<file path="config.mk">
export PLATFORM = sky130hd
export DESIGN_NAME = axis_packet_snooper
export DESIGN_NICKNAME = d
export VERILOG_FILES = /design/src/rtl/axis_packet_snooper.sv
export SDC_FILE = /design/constraint.sdc
export NUM_CORES = 1
export LEC_CHECK = 0
export CAP_MARGIN = 20
export CORE_UTILIZATION = 25
export CTS_BUF_LIST = sky130_fd_sc_hd__clkbuf_8
export DETAILED_ROUTE_END_ITERATION = 8
export HOLD_SLACK_MARGIN = 0.06
export PLACE_DENSITY_LB_ADDON = 0.08
export SYNTH_ARGS = -nofsm -noshare
export SYNTH_HDL_FRONTEND = slang
export SYNTH_SLANG_ARGS = --single-unit
</file>
<file path="constraint.sdc">
create_clock -name axi_aclk -period 6.7 [get_ports axi_aclk]
set_clock_uncertainty 0.15 [all_clocks]
set_input_delay 1.34 -clock axi_aclk [delete_from_list [all_inputs] [get_ports axi_aclk]]
set_output_delay 1.34 -clock axi_aclk [all_outputs]
set_load 0.02 [all_outputs]
</file>
<file path="src/rtl/axis_packet_snooper.sv">
// Passive AXI-Stream tap that copies each observed packet into packetmem and pulses done.
// Optional drop counter enabled by defining SNOOPER_DROP_COUNT_EN.
module axis_packet_snooper #(
    parameter int SNOOP_FWD_ADDR_WIDTH = 9,
    parameter int DROP_CNT_WIDTH       = 16
) (
    input  logic                            axi_aclk,
    input  logic                            axi_aresetn,
    input  logic [63:0]                     s_axis_tdata,
    input  logic                            s_axis_tvalid,
    input  logic                            s_axis_tready,
    input  logic                            s_axis_tlast,
    output logic [SNOOP_FWD_ADDR_WIDTH-1:0] snooper_wr_addr,
    output logic [63:0]                     snooper_wr_data,
    output logic                            snooper_wr_en,
    output logic                            snooper_done,
    input  logic                            ready_for_snooper,
    input  logic                            drop_cnt_clear,
    output logic [DROP_CNT_WIDTH-1:0]       num_packets_dropped
);

    localparam logic [2:0] ST_IDLE    = 3'd0;
    localparam logic [2:0] ST_CAPTURE = 3'd1;
    localparam logic [2:0] ST_DROP    = 3'd2;
    localparam logic [2:0] ST_FLUSH   = 3'd3;
    localparam logic [2:0] ST_HOLD    = 3'd4;

    localparam logic [SNOOP_FWD_ADDR_WIDTH-1:0] ADDR_ZERO = SNOOP_FWD_ADDR_WIDTH'(1'b0);
    localparam logic [SNOOP_FWD_ADDR_WIDTH-1:0] ADDR_ONE  = SNOOP_FWD_ADDR_WIDTH'(1'b1);
    localparam logic [SNOOP_FWD_ADDR_WIDTH-1:0] ADDR_MAX  = {SNOOP_FWD_ADDR_WIDTH{1'b1}};

    logic [2:0]                      state_r;
    logic [2:0]                      state_s;
    logic                            sof_r;
    logic [SNOOP_FWD_ADDR_WIDTH-1:0] ptr_r;
    logic [SNOOP_FWD_ADDR_WIDTH-1:0] ptr_s;
    logic                            full_r;
    logic                            full_s;
    logic                            wr_en_s;
    logic [SNOOP_FWD_ADDR_WIDTH-1:0] wr_addr_s;
    logic                            drop_s;
    logic                            beat_s;
    logic                            start_s;

    logic                            wr_en_r;
    logic [SNOOP_FWD_ADDR_WIDTH-1:0] wr_addr_r;
    logic [63:0]                     wr_data_r;
    logic                            done_r;

    assign beat_s  = s_axis_tvalid & s_axis_tready;
    assign start_s = beat_s & sof_r;

    // Next-state, write-request and drop-event decode.
    always_comb begin
        state_s   = state_r;
        ptr_s     = ptr_r;
        full_s    = full_r;
        wr_en_s   = 1'b0;
        wr_addr_s = ptr_r;
        drop_s    = 1'b0;
        case (state_r)
            ST_IDLE: begin
                if (start_s) begin
                    if (ready_for_snooper) begin
                        wr_en_s   = 1'b1;
                        wr_addr_s = ADDR_ZERO;
                        ptr_s     = ADDR_ONE;
                        full_s    = 1'b0;
                        state_s   = s_axis_tlast ? ST_FLUSH : ST_CAPTURE;
                    end else begin
                        drop_s  = 1'b1;
                        state_s = s_axis_tlast ? ST_IDLE : ST_DROP;
                    end
                end else begin
                    state_s = ST_IDLE;
                end
            end
            ST_CAPTURE: begin
                if (beat_s) begin
                    // Beats past the buffer end are swallowed; the address holds at its top.
                    if (!full_r) begin
                        wr_en_s   = 1'b1;
                        wr_addr_s = ptr_r;
                        if (ptr_r == ADDR_MAX) begin
                            full_s = 1'b1;
                        end else begin
                            ptr_s = ptr_r + ADDR_ONE;
                        end
                    end else begin
                        wr_en_s = 1'b0;
                    end
                    state_s = s_axis_tlast ? ST_FLUSH : ST_CAPTURE;
                end else begin
                    state_s = ST_CAPTURE;
                end
            end
            ST_DROP: begin
                if (beat_s && s_axis_tlast) begin
                    state_s = ST_IDLE;
                end else begin
                    state_s = ST_DROP;
                end
            end
            ST_FLUSH, ST_HOLD: begin
                // A packet starting before the VM had a chance to re-arm cannot be captured.
                if (start_s) begin
                    drop_s  = 1'b1;
                    state_s = s_axis_tlast ? ST_IDLE : ST_DROP;
                end else begin
                    state_s = (state_r == ST_FLUSH) ? ST_HOLD : ST_IDLE;
                end
            end
            default: begin
                state_s = ST_IDLE;
            end
        endcase
    end

    // Control state, start-of-frame tracking and capture pointer.
    always_ff @(posedge axi_aclk or negedge axi_aresetn) begin
        if (!axi_aresetn) begin
            state_r <= ST_IDLE;
            sof_r   <= 1'b1;
            ptr_r   <= ADDR_ZERO;
            full_r  <= 1'b0;
        end else begin
            state_r <= state_s;
            ptr_r   <= ptr_s;
            full_r  <= full_s;
            if (beat_s) begin
                sof_r <= s_axis_tlast;
            end
        end
    end

    // Registered packetmem write port and completion pulse.
    always_ff @(posedge axi_aclk or negedge axi_aresetn) begin
        if (!axi_aresetn) begin
            wr_en_r   <= 1'b0;
            wr_addr_r <= ADDR_ZERO;
            wr_data_r <= 64'd0;
            done_r    <= 1'b0;
        end else begin
            wr_en_r <= wr_en_s;
            done_r  <= (state_r == ST_FLUSH);
            if (wr_en_s) begin
                wr_addr_r <= wr_addr_s;
                wr_data_r <= s_axis_tdata;
            end
        end
    end

    assign snooper_wr_en   = wr_en_r;
    assign snooper_wr_addr = wr_addr_r;
    assign snooper_wr_data = wr_data_r;
    assign snooper_done    = done_r;

`ifdef SNOOPER_DROP_COUNT_EN
    localparam logic [DROP_CNT_WIDTH-1:0] CNT_ZERO = DROP_CNT_WIDTH'(1'b0);
    localparam logic [DROP_CNT_WIDTH-1:0] CNT_ONE  = DROP_CNT_WIDTH'(1'b1);
    localparam logic [DROP_CNT_WIDTH-1:0] CNT_MAX  = {DROP_CNT_WIDTH{1'b1}};

    logic [DROP_CNT_WIDTH-1:0] drop_cnt_r;

    // Saturating drop counter; a clear coinciding with a drop keeps that drop.
    always_ff @(posedge axi_aclk or negedge axi_aresetn) begin
        if (!axi_aresetn) begin
            drop_cnt_r <= CNT_ZERO;
        end else if (drop_cnt_clear) begin
            drop_cnt_r <= drop_s ? CNT_ONE : CNT_ZERO;
        end else if (drop_s && (drop_cnt_r != CNT_MAX)) begin
            drop_cnt_r <= drop_cnt_r + CNT_ONE;
        end
    end

    assign num_packets_dropped = drop_cnt_r;
`else
    logic unused_s;

    assign unused_s            = drop_cnt_clear ^ drop_s;
    assign num_packets_dropped = DROP_CNT_WIDTH'(1'b0);
`endif

endmodule
</file>
==> flow_summary.json, run 1 <==
{
  "status": "completed",
  "die-area_um2": 16500,
  "postCtsSetupRepairBufs": 0,
  "start_kind": "primary input",
  "viasPerCell": 4.08,
  "postPlaceCellArea_um2": 5510,
  "layout.area.seq_um2": 2230,
  "finalCriticalPeriod_ps": 3510,
  "max_stage_delay_ps": 630,
  "drive_gt1_share_pct": 20.8,
  "setup_viol": 0,
  "path_max_fanout": 50,
  "cp_data_arrival_time_ps": 3620,
  "p_comb_share_pct": 48.8,
  "grt_first_pass_wirelength_mm": 14.3,
  "yosys_warnings": 0,
  "core_um2": 15400,
  "slowest_stage": "clkdlybuf4s50_1",
  "grt_max_degree": 51,
  "fin_area_um2": 5690,
  "hold_viol_final": 0,
  "p_leak_uw": 0.00247,
  "crit_buf_inv": 2,
  "synth-compound-area-share_pct": 4.56,
  "first_pass_iters": 4,
  "synth_top_family_by_area": "multiplexers",
  "synth_xor_xnor_area_share_pct": 0,
  "clkSinkCount": 89,
  "avgSynthCellArea_um2": 14.6,
  "post_cts_resized": 0,
  "areaGrowthSynthToFinish_pct": 42.0,
  "antenna_found_initial": 0,
  "max_freq_ghz": 0.285,
  "clkPwrFrac_pct": 14.3,
  "power_density_nw_per_um2": 428,
  "routedWlPerCell_um": 14.5,
  "dpl.hpwl_mm": 6.22,
  "critPathTopFamily": "buffers and inverters",
  "first_iter_violations": 83,
  "tns_ps": 0,
  "irDropWorstVdd_v": 0.000205,
  "synth_area_um2": 4000,
  "synthCells": 274,
  "slew_headroom_pct": 52.7,
  "layout_common_cells": "143 x clkdlybuf4s50_1, 88 x dfrtp_1, 49 x mux2_4, 16 x nor2_1, 16 x conb_1",
  "vias": 2585,
  "synthTopCellsByArea": "dfrtp_1 55%, mux2_4 18%, mux2_2 4.2%, buf_4 3.4%, buf_12 3.0%",
  "synth_mux_area_share_pct": 24.6,
  "clk_pin_slew_ps": 90,
  "h-tree-depth": 3,
  "insertion_delay_ps": 360,
  "multi_input_comb_area_um2": 1540,
  "synth_fa_ha_area_share_pct": 0.625,
  "routed_wl_mm": 9.20,
  "gp_congestion": 0.732,
  "worst_slew_pin_slew_ps": 709,
  "synth_top_cell_by_area": "dfrtp_1",
  "synth_cell_types": 38,
  "cts-root-buf": "clkbuf_8",
  "final_common_cell": "clkdlybuf4s50_1",
  "ys_seq_elements": 89,
  "holdBufCountCts": 0,
  "ant_nets": 0,
  "grtUsageTotal_pct": 11.5,
  "rsz0062_at_grt": "false",
  "power_switching_uw": 860,
  "drc": 0,
  "portBuffers": 144,
  "total_power_uw": 2440,
  "hold_path.class": "reg2reg",
  "synth_top_area_share_pct": 55.0,
  "io_pins": 162,
  "gr-total-overflow": 0,
  "grt_pass1_vias": 2625,
  "start_util_pct": 25.9,
  "cts_made_buffers": 9,
  "setup.worst_path.end_class": "register",
  "intPower_uw": 1580,
  "antennaDiodeCount": 0,
  "die_width_um": 129,
  "synth-simple-area-share_pct": 7.22,
  "worstSetupPathType": "in2reg",
  "min_period_over_period_pct": 52.4,
  "nNetsFinal": 491,
  "drv_cap": 0,
  "tritoncts": "yes",
  "drv_slew": 0,
  "p_seq_share_pct": 36.9,
  "synth-seq-area-share_pct": 55.7,
  "fill_cells": 1563,
  "p_sw_share_pct": 35.3,
  "crit_path_cell_trace": "clkdlybuf4s50_1 > nand4bb_4 > a21oi_4 > buf_12 > mux2_2",
  "worstPathRequired_ps": 6810,
  "cts.path.max_buffers": 2,
  "rows": 45,
  "chipHeight_um": 129
}
==> routing by layer <==
layer	track usage (%)	share of wire, %
met1	14.9	46
met4	3.32	1.0
met5	0	0
met3	4.49	7.1
met2	17.6	46
==> logic make-up (layout without fill, tap and decap cells) <==
family / after synthesis / after routing
buf+inv: 30 / 164
other cells: 1 / 16
mux: 72 / 72
simple gates: 50 / 50
compound gates: 30 / 30
flops: 89 / 89
fa+ha+maj: 2 / 2
==> power groups by stage <==
stage	registers (uW)	clock network [uW]	logic, uW
3_5_place_dp	911	0	1200
4_1_cts	902	371	1210
5_1_grt	932	394	1260
2_1_floorplan	1150	0	440
6_report	899	347	1190
3_3_place_gp	902	0	1200
==> Yosys cell counts <==
cell	count
nand3b_4	1
nand2b_1	1
a21o_1	1
and2_0	1
nand3_1	3
o21ai_1	6
nand2_1	12
buf_4	18
or2_1	1
and3_1	3
buf_2	3
nand4bb_4	1
or3b_1	2
a21oi_1	4
a41oi_1	1
nor3_1	2
nand3b_1	2
o31ai_1	2
nand4_1	1
buf_12	6
nor2_1	16
dfrtp_1	88
a2111oi_0	1
conb_1	1
and4b_1	1
mux2i_1	8
ha_1	2
inv_1	2
a31oi_1	5
or2_2	1
a21oi_4	1
dfstp_2	1
nor3b_1	1
nand4bb_1	1
o21ai_0	9
mux2_2	15
mux2_4	49
buf_6	1
==> tightest hold or removal path, stage by stage (launching register included) <==
cell and delay, ps:
dfstp_2 400, nand2_1 60, nand2_1 50
==> final timing paths <==
| check | depth (start not counted) | startpoint | slack [ps] | end |
|---|---|---|---|---|
| worst max-delay path | 5 | s_axis_tready | 3190 | snooper_wr_data[41]$_DFFE_PN0P_ |
| worst min-delay path | 2 | sof_r$_DFFE_PN1N_ | 360 | sof_r$_DFFE_PN1N_ |
| worst max register to register | 4 | state_r[2]$_DFF_PN0_ | 4220 | snooper_wr_data[41]$_DFFE_PN0P_ |
| worst min register to register | 2 | sof_r$_DFFE_PN1N_ | 360 | sof_r$_DFFE_PN1N_ |
| max in group asynchronous | 2 | axi_aresetn | 4530 | snooper_wr_data[57]$_DFFE_PN0P_ |
| min in group asynchronous | 1 | axi_aresetn | 790 | snooper_wr_data[63]$_DFFE_PN0P_ |
==> layout make-up <==
class | count | share of cell area [%]
Timing Repair Buffer | 146 | 25.8
Clock inverter | 7 | 0.946
Tap cell | 211 | 4.64
Sequential cell | 89 | 39.2
Inverter | 2 | 0.132
Clock buffer | 9 | 2.18
Multi-Input combinational cell | 170 | 27.1
==> sequential cells by signal (all words and copies together), names as in the netlist <==
signal	count
sof_r	1
snooper_wr_addr	9
ptr_r	9
snooper_done	1
snooper_wr_en	1
full_r	1
snooper_wr_data	64
state_r	3
==> through the flow <==
| stage | instances | worst slack [ps] | hold WS [ps] | util [%] |
|---|---|---|---|---|
| after detailed placement | 618 | 2730 | 342 | 35.7 |
| final | 634 | 3190 | 357 | 36.9 |
| after global placement | 618 | 2750 | 341 | 35.7 |
| after floorplan | 289 | 4180 | 312 | - |
| after global routing | 634 | 3040 | 372 | 36.9 |
| after CTS | 634 | 3140 | 360 | 36.9 |
Power figures use the tool's default switching activity.
==> inputs of run 2 (changes only) <==
==> constraint.sdc (replaced) <==
create_clock -name axi_aclk -period 3.2 [get_ports axi_aclk]
set_clock_uncertainty 0.15 [all_clocks]
set_input_delay 0.64 -clock axi_aclk [delete_from_list [all_inputs] [get_ports axi_aclk]]
set_output_delay 0.64 -clock axi_aclk [all_outputs]
set_load 0.02 [all_outputs]
==> flow_summary.json, run 2 (synthesis gave the netlist of run 1 again) <==
{
  "status": "completed",
  "ant_nets": 0,
  "routed_wl_mm": 9.39,
  "tns_ps": 0,
  "gr-total-overflow": 0,
  "dpl.hpwl_mm": 6.56,
  "rows": 45,
  "routedWlPerCell_um": 14.7,
  "regToRegSetupSlack_ps": 880,
  "portBuffers": 144,
  "first_iter_violations": 84,
  "start_kind": "register",
  "rsz0062_at_grt": "false",
  "reg2reg_depth": 8,
  "insertion_delay_ps": 360,
  "multi_input_comb_area_um2": 1540,
  "start_util_pct": 25.9,
  "setup_viol": 0,
  "worstSetupPathType": "reg2reg",
  "tritoncts": "yes",
  "min_period_over_period_pct": 72.6,
  "viasPerCell": 4.09,
  "die_width_um": 129,
  "post_cts_resized": 0,
  "clk_pin_slew_ps": 100,
  "hold_path.class": "in2async",
  "holdBufCountCts": 0,
  "max_stage_delay_ps": 440,
  "die-area_um2": 16500,
  "chipHeight_um": 129,
  "gp_congestion": 0.731,
  "layout_common_cells": "143 x clkdlybuf4s50_1, 88 x dfrtp_1, 49 x mux2_4, 16 x nor2_1, 16 x conb_1",
  "cts_made_buffers": 9,
  "max_freq_ghz": 0.430,
  "p_leak_uw": 0.00250,
  "irDropWorstVdd_v": 0.000263,
  "first_pass_iters": 4,
  "slew_headroom_pct": 62.8,
  "grt_max_degree": 52,
  "core_um2": 15400,
  "drc": 0,
  "slowest_stage": "dfrtp_1",
  "final_common_cell": "clkdlybuf4s50_1",
  "power_density_nw_per_um2": 890,
  "final_util_pct": 37.3,
  "nNetsFinal": 494,
  "areaGrowthSynthToFinish_pct": 43.7,
  "cts-root-buf": "clkbuf_8",
  "worst_slew_pin_slew_ps": 558,
  "grt_pass1_vias": 2721,
  "io_pins": 162,
  "fill_cells": 1557,
  "h-tree-depth": 3,
  "antenna_found_initial": 0,
  "setup.worst_path.end_class": "register",
  "cp_data_arrival_time_ps": 2450,
  "layout.area.seq_um2": 2230,
  "worstPathRequired_ps": 3320,
  "largest_register_ffs": 64,
  "drive_gt1_share_pct": 21.1,
  "antennaDiodeCount": 0,
  "cts.path.max_buffers": 2,
  "vias": 2605,
  "grtUsageTotal_pct": 12.0,
  "finalCriticalPeriod_ps": 2320,
  "grt_first_pass_wirelength_mm": 14.9,
  "drv_slew": 0,
  "crit_path_cell_trace": "ha_1 > nand3_1 > nor2_1 > ha_1 > or3b_1 > nor2_1 > nand2_1 > o31ai_1",
  "hold_viol_final": 0,
  "path_max_fanout": 6,
  "drv_cap": 0,
  "postCtsSetupRepairBufs": 0,
  "clkSinkCount": 89
}
[run 2: changes by cell type in the layout (fill, tap and decap cells not counted), sizes merged]
cell / before / now
clkinv: 2 / 3
buf: 3 / 6
inv: 4 / 3
[run 2: per-stage QoR]
stage	worst slack (ps)	total power, uW	hold slack (ps)	instance area (um2)	std cells
floorplan	1080	3330	194	4060	289
global placement	493	4430	340	5580	621
detailed placement	465	4460	341	5580	621
CTS	877	5220	76.9	5750	637
global route	716	5450	90.6	5750	637
finish	875	5120	86.3	5750	637
[run 2: where the power goes]
group | internal (uW) | switching (uW)
combinational | 1430 | 1090
clock | 281 | 429
sequential | 1600 | 292
total | 3310 | 1810
[run 2: worst paths after layout]
kind	start	to
max in group asynchronous	axi_aresetn	snooper_wr_data[61]$_DFFE_PN0P_
min in group axi_aclk	sof_r$_DFFE_PN1N_	sof_r$_DFFE_PN1N_
hold reg to reg	sof_r$_DFFE_PN1N_	sof_r$_DFFE_PN1N_
setup / recovery	ptr_r[0]$_DFFE_PN0P_	ptr_r[5]$_DFFE_PN0P_
setup reg to reg	ptr_r[0]$_DFFE_PN0P_	ptr_r[5]$_DFFE_PN0P_
hold / removal	axi_aresetn	snooper_wr_data[63]$_DFFE_PN0P_
[run 2: critical path: cells and delay by family (launching register included)]
kind	cells	cell delay, ps
compound gates	1	210
simple gates	5	940
flops	1	440
fa+ha+maj	2	490
[run 2: per-layer routing]
layer  vias to the layer above  track usage, %  wire length (um)
met5                         -               0                 0
met4                         0            3.53                92
met3                         5            4.53               656
met2                        97            19.0              4360
met1                      1281            15.3              4280
li1                       1222               -                 -
[run 2: layout make-up]
cell class | instances | area share (%)
Tap cell | 211 | 4.59
Multi-Input combinational cell | 170 | 26.8
Inverter | 2 | 0.130
Clock inverter | 7 | 0.848
Sequential cell | 89 | 38.7
Clock buffer | 9 | 2.15
Timing Repair Buffer | 149 | 26.8
==> inputs of run 3 (changes only) <==
==> constraint.sdc (replaced) <==
create_clock -name axi_aclk -period 2.2 [get_ports axi_aclk]
set_clock_uncertainty 0.15 [all_clocks]
set_input_delay 0.44 -clock axi_aclk [delete_from_list [all_inputs] [get_ports axi_aclk]]
set_output_delay 0.44 -clock axi_aclk [all_outputs]
set_load 0.02 [all_outputs]
==> flow_summary.json, run 3 (synthesis gave the netlist of run 1 again) <==
{
  "max_stage_delay_ps": 410,
  "insertion_delay_ps": 370,
  "grt_max_degree": 43,
  "rows": 45,
  "total_power_uw": 7700,
  "viasPerCell": 4.12,
  "reg2reg_depth": 8,
  "max_freq_ghz": 0.462,
  "setup.worst_path.end_class": "register",
  "hold_viol_final": 0,
  "largest_register_ffs": 64,
  "worstSetupPathType": "reg2reg",
  "cpMostUsedCell": "ha_1",
  "crit_end": "ptr_r[5]$_DFFE_PN0P_",
  "drv_cap": 0,
  "grt_pass1_vias": 2761,
  "hold_path.class": "reg2reg",
  "first_iter_violations": 70,
  "final_common_cell": "clkdlybuf4s50_1",
  "power_density_nw_per_um2": 1280,
  "worstPathRequired_ps": 2300,
  "regToRegSetupSlack_ps": 30,
  "gp_congestion": 0.720,
  "drv_slew": 0,
  "clk_pin_slew_ps": 90,
  "core_um2": 15400,
  "die_width_um": 129,
  "tns_ps": 0,
  "tritoncts": "yes",
  "chipHeight_um": 129,
  "grtUsageTotal_pct": 11.9,
  "cts_made_buffers": 9,
  "areaGrowthSynthToFinish_pct": 50.3,
  "min_period_over_period_pct": 98.5,
  "routed_wl_mm": 9.51,
  "layout_common_cells": "143 x clkdlybuf4s50_1, 88 x dfrtp_1, 49 x mux2_4, 21 x buf_4, 16 x conb_1",
  "cp_data_arrival_time_ps": 2270,
  "start_util_pct": 25.9,
  "drive_gt1_share_pct": 26.2,
  "antenna_found_initial": 0,
  "min-delay-start": "sof_r$_DFFE_PN1N_",
  "crit_start": "ptr_r[0]$_DFFE_PN0P_",
  "status": "completed",
  "antennaDiodeCount": 0,
  "drc": 0,
  "slowest_stage": "or3b_4",
  "routedWlPerCell_um": 14.4,
  "die-area_um2": 16500,
  "dpl.hpwl_mm": 6.68,
  "finalCriticalPeriod_ps": 2170,
  "portBuffers": 144,
  "r2r_start": "ptr_r[0]$_DFFE_PN0P_",
  "ant_nets": 0,
  "worstReg2RegEnd": "ptr_r[5]$_DFFE_PN0P_",
  "io_pins": 162,
  "path_max_fanout": 6,
  "p_leak_uw": 0.00265,
  "cts-root-buf": "clkbuf_8",
  "clkSinkCount": 89,
  "crit_path_cell_trace": "ha_1 > nand3_1 > nor2_1 > ha_1 > or3b_4 > a21o_4 > o21ai_1 > o31ai_2",
  "grt_first_pass_wirelength_mm": 14.9,
  "irDropWorstVdd_v": 0.000378,
  "cts.path.max_buffers": 2,
  "h-tree-depth": 3,
  "min_path_cells": 2,
  "postCtsSetupRepairBufs": 0,
  "hold_slack_ps": 349,
  "start_kind": "register",
  "setup_viol": 0,
  "vias": 2724,
  "nNetsFinal": 518,
  "gr-total-overflow": 0,
  "first_pass_iters": 4
}
-- run 3: how the worst min path moves through the flow --
stage,end,slack (ps)
after CTS,sof_r$_DFFE_PN1N_,350
after global placement,snooper_wr_data[62]$_DFFE_PN0P_,230
final,sof_r$_DFFE_PN1N_,350
after floorplan,full_r$_DFFE_PN0P_,-6
after detailed placement,snooper_wr_data[62]$_DFFE_PN0P_,230
after global routing,sof_r$_DFFE_PN1N_,360
-- run 3: through the flow --
stage	util, %	area, um2	std cells	setup slack, ps
after floorplan	-	4060	289	77.1
after global placement	37.4	5770	643	-137
after detailed placement	37.4	5770	643	-135
after CTS	38.8	5990	660	20.9
after global routing	39.0	6010	661	-23.2
final	39.0	6010	661	33.3
-- run 3: worst max-delay path, delay by kind of cell, from the launching register on --
| kind | cells | cell delay [ps] |
|---|---|---|
| AO/OA/AOI/OAI | 3 | 550 |
| AND/OR/NAND/NOR | 3 | 550 |
| flip-flops | 1 | 390 |
| adder cells (fa/ha/maj) | 2 | 420 |
-- run 3: power by group --
| group | switching (uW) | internal [uW] |
|---|---|---|
| Combinational | 1630 | 2170 |
| Clock | 623 | 558 |
| Sequential | 394 | 2320 |
-- run 3: layout make-up --
class | instances | area [um2]
Multi-Input combinational cell | 171 | 1570
Clock inverter | 6 | 65.1
Tap cell | 211 | 264
Timing Repair Buffer | 172 | 1740
Sequential cell | 89 | 2230
Fill cell | 1531 | 9410
Inverter | 2 | 7.51
Clock buffer | 10 | 138
-- run 3: what timing repair did --
action,CTS,global route
pin swaps,0,1
gates resized for setup,2,5
hold buffers,1,0
gates cloned,0,1
endpoints found under the setup margin,1,8
hold endpoints to repair,21,0
-- run 3: per-layer routing --
metal  wire (um)  global-route usage, %  vias to the layer above  part of all wire, %
met1        4540                   15.6                     1345                   48
met2        4260                   18.5                       96                   45
met3         575                   3.70                       10                  6.0
met5           0                      0                        -                    0
li1            -                      -                     1273                    -
met4         136                   4.36                        0                  1.4
